### src/rtl/wb_arbiter.sv
// wb_arbiter: writeback arbiter and functional-unit occupancy tracker.
// Collects completion requests from every functional unit, grants one per
// cycle onto the single register/predicate writeback port, and exports the
// per-unit busy state to decode as free_units.
// Optional build macro: WB_ARB_FIXED_PRIORITY_EN selects fixed priority
// (lowest eligible index wins) instead of the default round-robin.
`timescale 1ns/1ps

module wb_arbiter #(
  parameter int FUNC_UNIT_OP_SIZE = 3,
  parameter int REG_ADDR_SIZE     = 4,
  parameter int PRED_ADDR_SIZE    = 2,
  parameter int DATA_WIDTH        = 32
) (
  input  logic                                           clk,
  input  logic                                           reset,
  input  logic                                           issue,
  input  logic [FUNC_UNIT_OP_SIZE-1:0]                   issue_unit,
  input  logic [(1<<FUNC_UNIT_OP_SIZE)-1:0]              unit_done,
  input  logic [(1<<FUNC_UNIT_OP_SIZE)*REG_ADDR_SIZE-1:0]  unit_reg_addr,
  input  logic [(1<<FUNC_UNIT_OP_SIZE)-1:0]              unit_reg_valid,
  input  logic [(1<<FUNC_UNIT_OP_SIZE)*PRED_ADDR_SIZE-1:0] unit_pred_addr,
  input  logic [(1<<FUNC_UNIT_OP_SIZE)-1:0]              unit_pred_valid,
  input  logic [(1<<FUNC_UNIT_OP_SIZE)*DATA_WIDTH-1:0]     unit_data,
  output logic [(1<<FUNC_UNIT_OP_SIZE)-1:0]              unit_ack,
  output logic                                           wr_reg,
  output logic [REG_ADDR_SIZE-1:0]                       wr_reg_addr,
  output logic                                           wr_pred,
  output logic [PRED_ADDR_SIZE-1:0]                      wr_pred_addr,
  output logic [DATA_WIDTH-1:0]                          wr_data,
  output logic [FUNC_UNIT_OP_SIZE-1:0]                   wb_unit_id,
  output logic [(1<<FUNC_UNIT_OP_SIZE)-1:0]              free_units
);

  localparam int NUM_UNITS = 1 << FUNC_UNIT_OP_SIZE;

  logic [NUM_UNITS-1:0]         busy;
  logic [NUM_UNITS-1:0]         busy_next;
  logic [NUM_UNITS-1:0]         req;
  logic [FUNC_UNIT_OP_SIZE-1:0] search_base;
  logic [FUNC_UNIT_OP_SIZE-1:0] cand;
  logic                         grant_valid;
  logic [FUNC_UNIT_OP_SIZE-1:0] grant_idx;

  logic [REG_ADDR_SIZE-1:0]     sel_reg_addr;
  logic                         sel_reg_valid;
  logic [PRED_ADDR_SIZE-1:0]    sel_pred_addr;
  logic                         sel_pred_valid;
  logic [DATA_WIDTH-1:0]        sel_data;

  // Only units we know are busy may complete; a stray done is never acked.
  assign req        = unit_done & busy;
  assign free_units = ~busy;

`ifdef WB_ARB_FIXED_PRIORITY_EN
  // Fixed priority: the search always starts at unit 0.
  assign search_base = '0;
`else
  logic [FUNC_UNIT_OP_SIZE-1:0] rr_ptr;

  assign search_base = rr_ptr;

  // Round-robin pointer moves to the unit just after the one granted.
  always_ff @(posedge clk) begin
    if (reset) begin
      rr_ptr <= '0;
    end else if (grant_valid) begin
      rr_ptr <= grant_idx + FUNC_UNIT_OP_SIZE'(1);
    end
  end
`endif

  // Pick the first eligible request starting at search_base, wrapping around.
  always_comb begin
    grant_valid = 1'b0;
    grant_idx   = '0;
    cand        = '0;
    for (int i = 0; i < NUM_UNITS; i++) begin
      cand = search_base + FUNC_UNIT_OP_SIZE'(i);
      if (!grant_valid && req[cand]) begin
        grant_valid = 1'b1;
        grant_idx   = cand;
      end
    end
  end

  // One-hot grant back to the winning unit, suppressed while in reset.
  always_comb begin
    unit_ack = '0;
    if (grant_valid && !reset) begin
      unit_ack[grant_idx] = 1'b1;
    end
  end

  // Route the winning unit's payload toward the writeback registers.
  always_comb begin
    sel_reg_addr   = '0;
    sel_reg_valid  = 1'b0;
    sel_pred_addr  = '0;
    sel_pred_valid = 1'b0;
    sel_data       = '0;
    for (int k = 0; k < NUM_UNITS; k++) begin
      if (grant_idx == FUNC_UNIT_OP_SIZE'(k)) begin
        sel_reg_addr   = unit_reg_addr[k*REG_ADDR_SIZE +: REG_ADDR_SIZE];
        sel_reg_valid  = unit_reg_valid[k];
        sel_pred_addr  = unit_pred_addr[k*PRED_ADDR_SIZE +: PRED_ADDR_SIZE];
        sel_pred_valid = unit_pred_valid[k];
        sel_data       = unit_data[k*DATA_WIDTH +: DATA_WIDTH];
      end
    end
  end

  // Busy update: a grant frees its unit, an issue claims one; issue wins a tie.
  always_comb begin
    busy_next = busy;
    if (grant_valid) begin
      busy_next[grant_idx] = 1'b0;
    end
    if (issue) begin
      busy_next[issue_unit] = 1'b1;
    end
  end

  // Occupancy register.
  always_ff @(posedge clk) begin
    if (reset) begin
      busy <= '0;
    end else begin
      busy <= busy_next;
    end
  end

  // Writeback port: strobes pulse for one cycle, payload holds between grants.
  always_ff @(posedge clk) begin
    if (reset) begin
      wr_reg       <= 1'b0;
      wr_pred      <= 1'b0;
      wr_reg_addr  <= '0;
      wr_pred_addr <= '0;
      wr_data      <= '0;
      wb_unit_id   <= '0;
    end else begin
      wr_reg  <= 1'b0;
      wr_pred <= 1'b0;
      if (grant_valid) begin
        wr_reg       <= sel_reg_valid;
        wr_pred      <= sel_pred_valid;
        wr_reg_addr  <= sel_reg_addr;
        wr_pred_addr <= sel_pred_addr;
        wr_data      <= sel_data;
        wb_unit_id   <= grant_idx;
      end
    end
  end

endmodule

### config.mk
export PLATFORM = sky130hd
export DESIGN_NAME = wb_arbiter
export DESIGN_NICKNAME = d
export VERILOG_FILES = /design/src/rtl/wb_arbiter.sv
export SDC_FILE = /design/constraint.sdc
export NUM_CORES = 1
export LEC_CHECK = 0
export CAP_MARGIN = 20
export CORE_AREA = 2 2 154 156
export DETAILED_ROUTE_END_ITERATION = 12
export DIE_AREA = 0 0 156 158
export HOLD_SLACK_MARGIN = 0.1
export PLACE_DENSITY = 0.67
export RECOVER_POWER = 50
export SKIP_LAST_GASP = 1
export SYNTH_ARGS = -nofsm -noshare
export SYNTH_HDL_FRONTEND = slang
export SYNTH_SLANG_ARGS = --single-unit
### constraint.sdc
create_clock -name clk -period 13.2 [get_ports clk]
set_clock_uncertainty 0.15 [all_clocks]
set_input_delay 3.96 -clock clk [delete_from_list [all_inputs] [get_ports clk]]
set_output_delay 3.96 -clock clk [all_outputs]
set_load 0.01 [all_outputs]
==> impl_metrics.json <==
{
  "regToRegStartpoint": "rr_ptr[0]",
  "ys_seq_elements": 54,
  "clkPwrFrac_pct": 6.5,
  "drive_above_1_share_pct": 5.52,
  "cp_slowest_cell": "or2_2",
  "synthesis.nets": 1202,
  "violations": "max-capacitance violations, max-slew violations",
  "ys.warnings.count": 0,
  "place_inst": 1460,
  "min_path_type": "register to register",
  "hold_viol": 0,
  "cts_buffer_depth": 2,
  "viasPerCell": 5.57,
  "grt_max_degree": 83,
  "r2r_slack_ps": 5810,
  "switching_share_pct": 57.4,
  "largest_reg_flops": 32,
  "worst_setup_path_start_kind": "input pin",
  "numPortBuffers": 392,
  "place_congestion": 0.864,
  "die_area_um2": 24600,
  "drt-total-wl_um": 31700,
  "cts_hold_buffers": 0,
  "die_h_um": 158,
  "cts.repair.resized": 0,
  "grt.total_usage_pct": 24.4,
  "fp.dieW_um": 156,
  "async_flop_share_pct": 0,
  "worst-setup-path-type": "input pin to primary output",
  "worst_setup_path_end_kind": "primary output",
  "globalRouteOverflowTotal": 0,
  "worst_pin_slew_ps": 2860,
  "cts_num_sinks": 54,
  "arrival_ps": 8190,
  "slew_headroom_pct": -90.8,
  "synthAdderAreaFrac_pct": 1.45,
  "status": "complete, but fails checks",
  "hpwl_um": 24400,
  "rows": 56,
  "post-cts-setup-buffer-count": 0,
  "total_power_mw": 2.29,
  "syn_to_final_growth_pct": 68.7,
  "critPathMaxStageDelay_ps": 740,
  "critical_path.endpoint": "unit_ack[2]",
  "cts.clk_slew.worst_paths_ps": 70,
  "multiInputGateArea_um2": 4430,
  "p_int_mw": 0.976,
  "synth-xor-area-share_pct": 0.582,
  "power.switching_mw": 1.32,
  "largest-register": "wr_data",
  "layout_common_cells": "clkdlybuf4s50_1, a21oi_1, nand2_1",
  "yosys.area_share.simple_pct": 21.0,
  "fin_nets": 1518,
  "coreArea_um2": 23100,
  "syn_avg_cell_area_um2": 7.00,
  "finalNonFillerCells": 1471,
  "layout_commonest_cell": "clkdlybuf4s50_1",
  "grt_pass1_wl_um": 46000,
  "cts_inserted_buffers": 5,
  "maxSlewViolCount": 94,
  "p_seq_share_pct": 10.3,
  "fmax_ghz": 0.0813,
  "drcViolationCount": 0,
  "antenna_found_initial": 2,
  "synth_compound_area_share_pct": 43.2,
  "path_cells": "dlygate4sd3_1, nand2_1, mux4_2, nand2b_1, and4_1, nand3_1, or2_2, nand2_1, or2_1, nor3_1, clkdlybuf4s50_1",
  "antenna_left": 0,
  "cts_tree": "yes",
  "layout_min_cycle_time_ps": 12300,
  "worst_ep_required_time_ps": 9090,
  "power_frac_comb_pct": 83.2,
  "synth_edf_count": 0,
  "rsz0062_at_grt": "false",
  "insertion_delay_ps": 310,
  "post_drt_wl_per_cell_um": 21.5,
  "syn_area_um2": 6020,
  "drtIter0Drc": 457,
  "finalCritPeriodShare_pct": 93.2,
  "dr.pass1.iters": 5,
  "fin_util_pct": 44.1,
  "synthCells": 861,
  "fillerInstances": 2359,
  "cts_root_buf": "clkbuf_16",
  "ir_worst_vdd_uv": 180,
  "synth.area.mux_share_pct": 6.71,
  "powerDensity_nw_per_um2": 225,
  "start_util_pct": 26.1,
  "reg.largest.list": "wr_data (32), busy (8), wr_reg_addr (4)",
  "critPathMaxFanout": 39,
  "reg2reg_depth": 12,
  "setup_violations": 0,
  "ys_types": 64,
  "vias": 8195,
  "power.leakage_nw": 3.71,
  "setup-tns-final_ps": 0,
  "crit_path_frequent_cell": "nand2_1",
  "drv_cap": 2,
  "synth_top_family_by_area": "compound AO/OA/AOI/OAI gates",
  "regArea_um2": 1080,
  "worstReg2RegEnd": "wr_reg_addr[3]",
  "pin_count": 393,
  "crit_start": "unit_done[1]",
  "synth_flop_cell": "dfxtp_1",
  "htree_levels": 2,
  "grt_pass1_vias": 7980,
  "yosysSeqAreaShare_pct": 17.9
}
## synthesized netlist by cell type (11+ instances only)
cell type,count,share of area (%)
nor2_1,66,4.1
a211oi_1,38,4.7
a22o_1,21,3.1
buf_2,20,1.7
o22ai_1,35,3.6
o221ai_1,21,3.1
mux4_2,15,5.6
a21oi_1,103,8.6
inv_1,29,1.8
nor3b_1,12,1.5
nor3_1,36,3.0
dfxtp_1,54,18
clkbuf_1,62,3.9
a22oi_1,44,5.5
nand2_1,77,4.8
o21ai_0,59,4.9
and3_1,35,3.6
o221a_2,11,2.1
## metal layers
metal | share of wire, % | track usage [%]
met3 | 7.7 | 5.94
met2 | 49 | 43.0
met5 | 0 | 0
met1 | 40 | 29.1
met4 | 3.1 | 7.99
## worst min path at each step
stage                  startpoint            end  slack (ps)  depth (start not counted)
global route        wb_unit_id[1]  wb_unit_id[1]         320                          2
global placement    wb_unit_id[1]  wb_unit_id[1]         300                          2
CTS                 wb_unit_id[1]  wb_unit_id[1]         310                          2
finish              wb_unit_id[1]  wb_unit_id[1]         300                          2
floorplan           wb_unit_id[1]  wb_unit_id[1]         330                          2
detailed placement  wb_unit_id[1]  wb_unit_id[1]         300                          2
## area by class of cell
cell class,instances,share of cell area [%]
Tap cell,290,3.57
Clock buffer,5,1.23
Inverter,34,1.26
Sequential cell,54,10.6
Antenna cell,3,0.0739
Timing Repair Buffer,403,39.3
Multi-Input combinational cell,679,43.6
Clock inverter,3,0.283
## critical path, delay by kind of cell
| family | cells | cell delay (ps) |
|---|---|---|
| mux | 1 | 530 |
| buf+inv | 2 | 1140 |
| simple gates | 8 | 2550 |
## cells by family after synthesis
| family | after synthesis |
|---|---|
| and+or+nand+nor | 264 |
| buffers and inverters | 128 |
| muxes | 19 |
| adders and majority gates | 7 |
| DFF | 54 |
| xor gates and xnor gates | 4 |
| AOI/OAI and AO/OA | 385 |
## power by group through the flow
stage	combinational (mW)	sequential, mW	clock [mW]
after CTS	1.93	0.236	0.151
after detailed placement	1.92	0.240	0
after floorplan	1.30	0.233	0
after global placement	1.92	0.240	0
after global routing	2.10	0.240	0.154
final	1.91	0.235	0.149
## through the flow
stage / hold WS (ps) / area [um^2] / setup slack (ps)
floorplan: 331 / 6020 / 2900
global placement: 298 / 10000 / 909
detailed placement: 298 / 10000 / 857
CTS: 308 / 10200 / 860
global route: 319 / 10200 / 573
finish: 303 / 10200 / 899
Note: power is estimated with default switching activity, not from simulation.
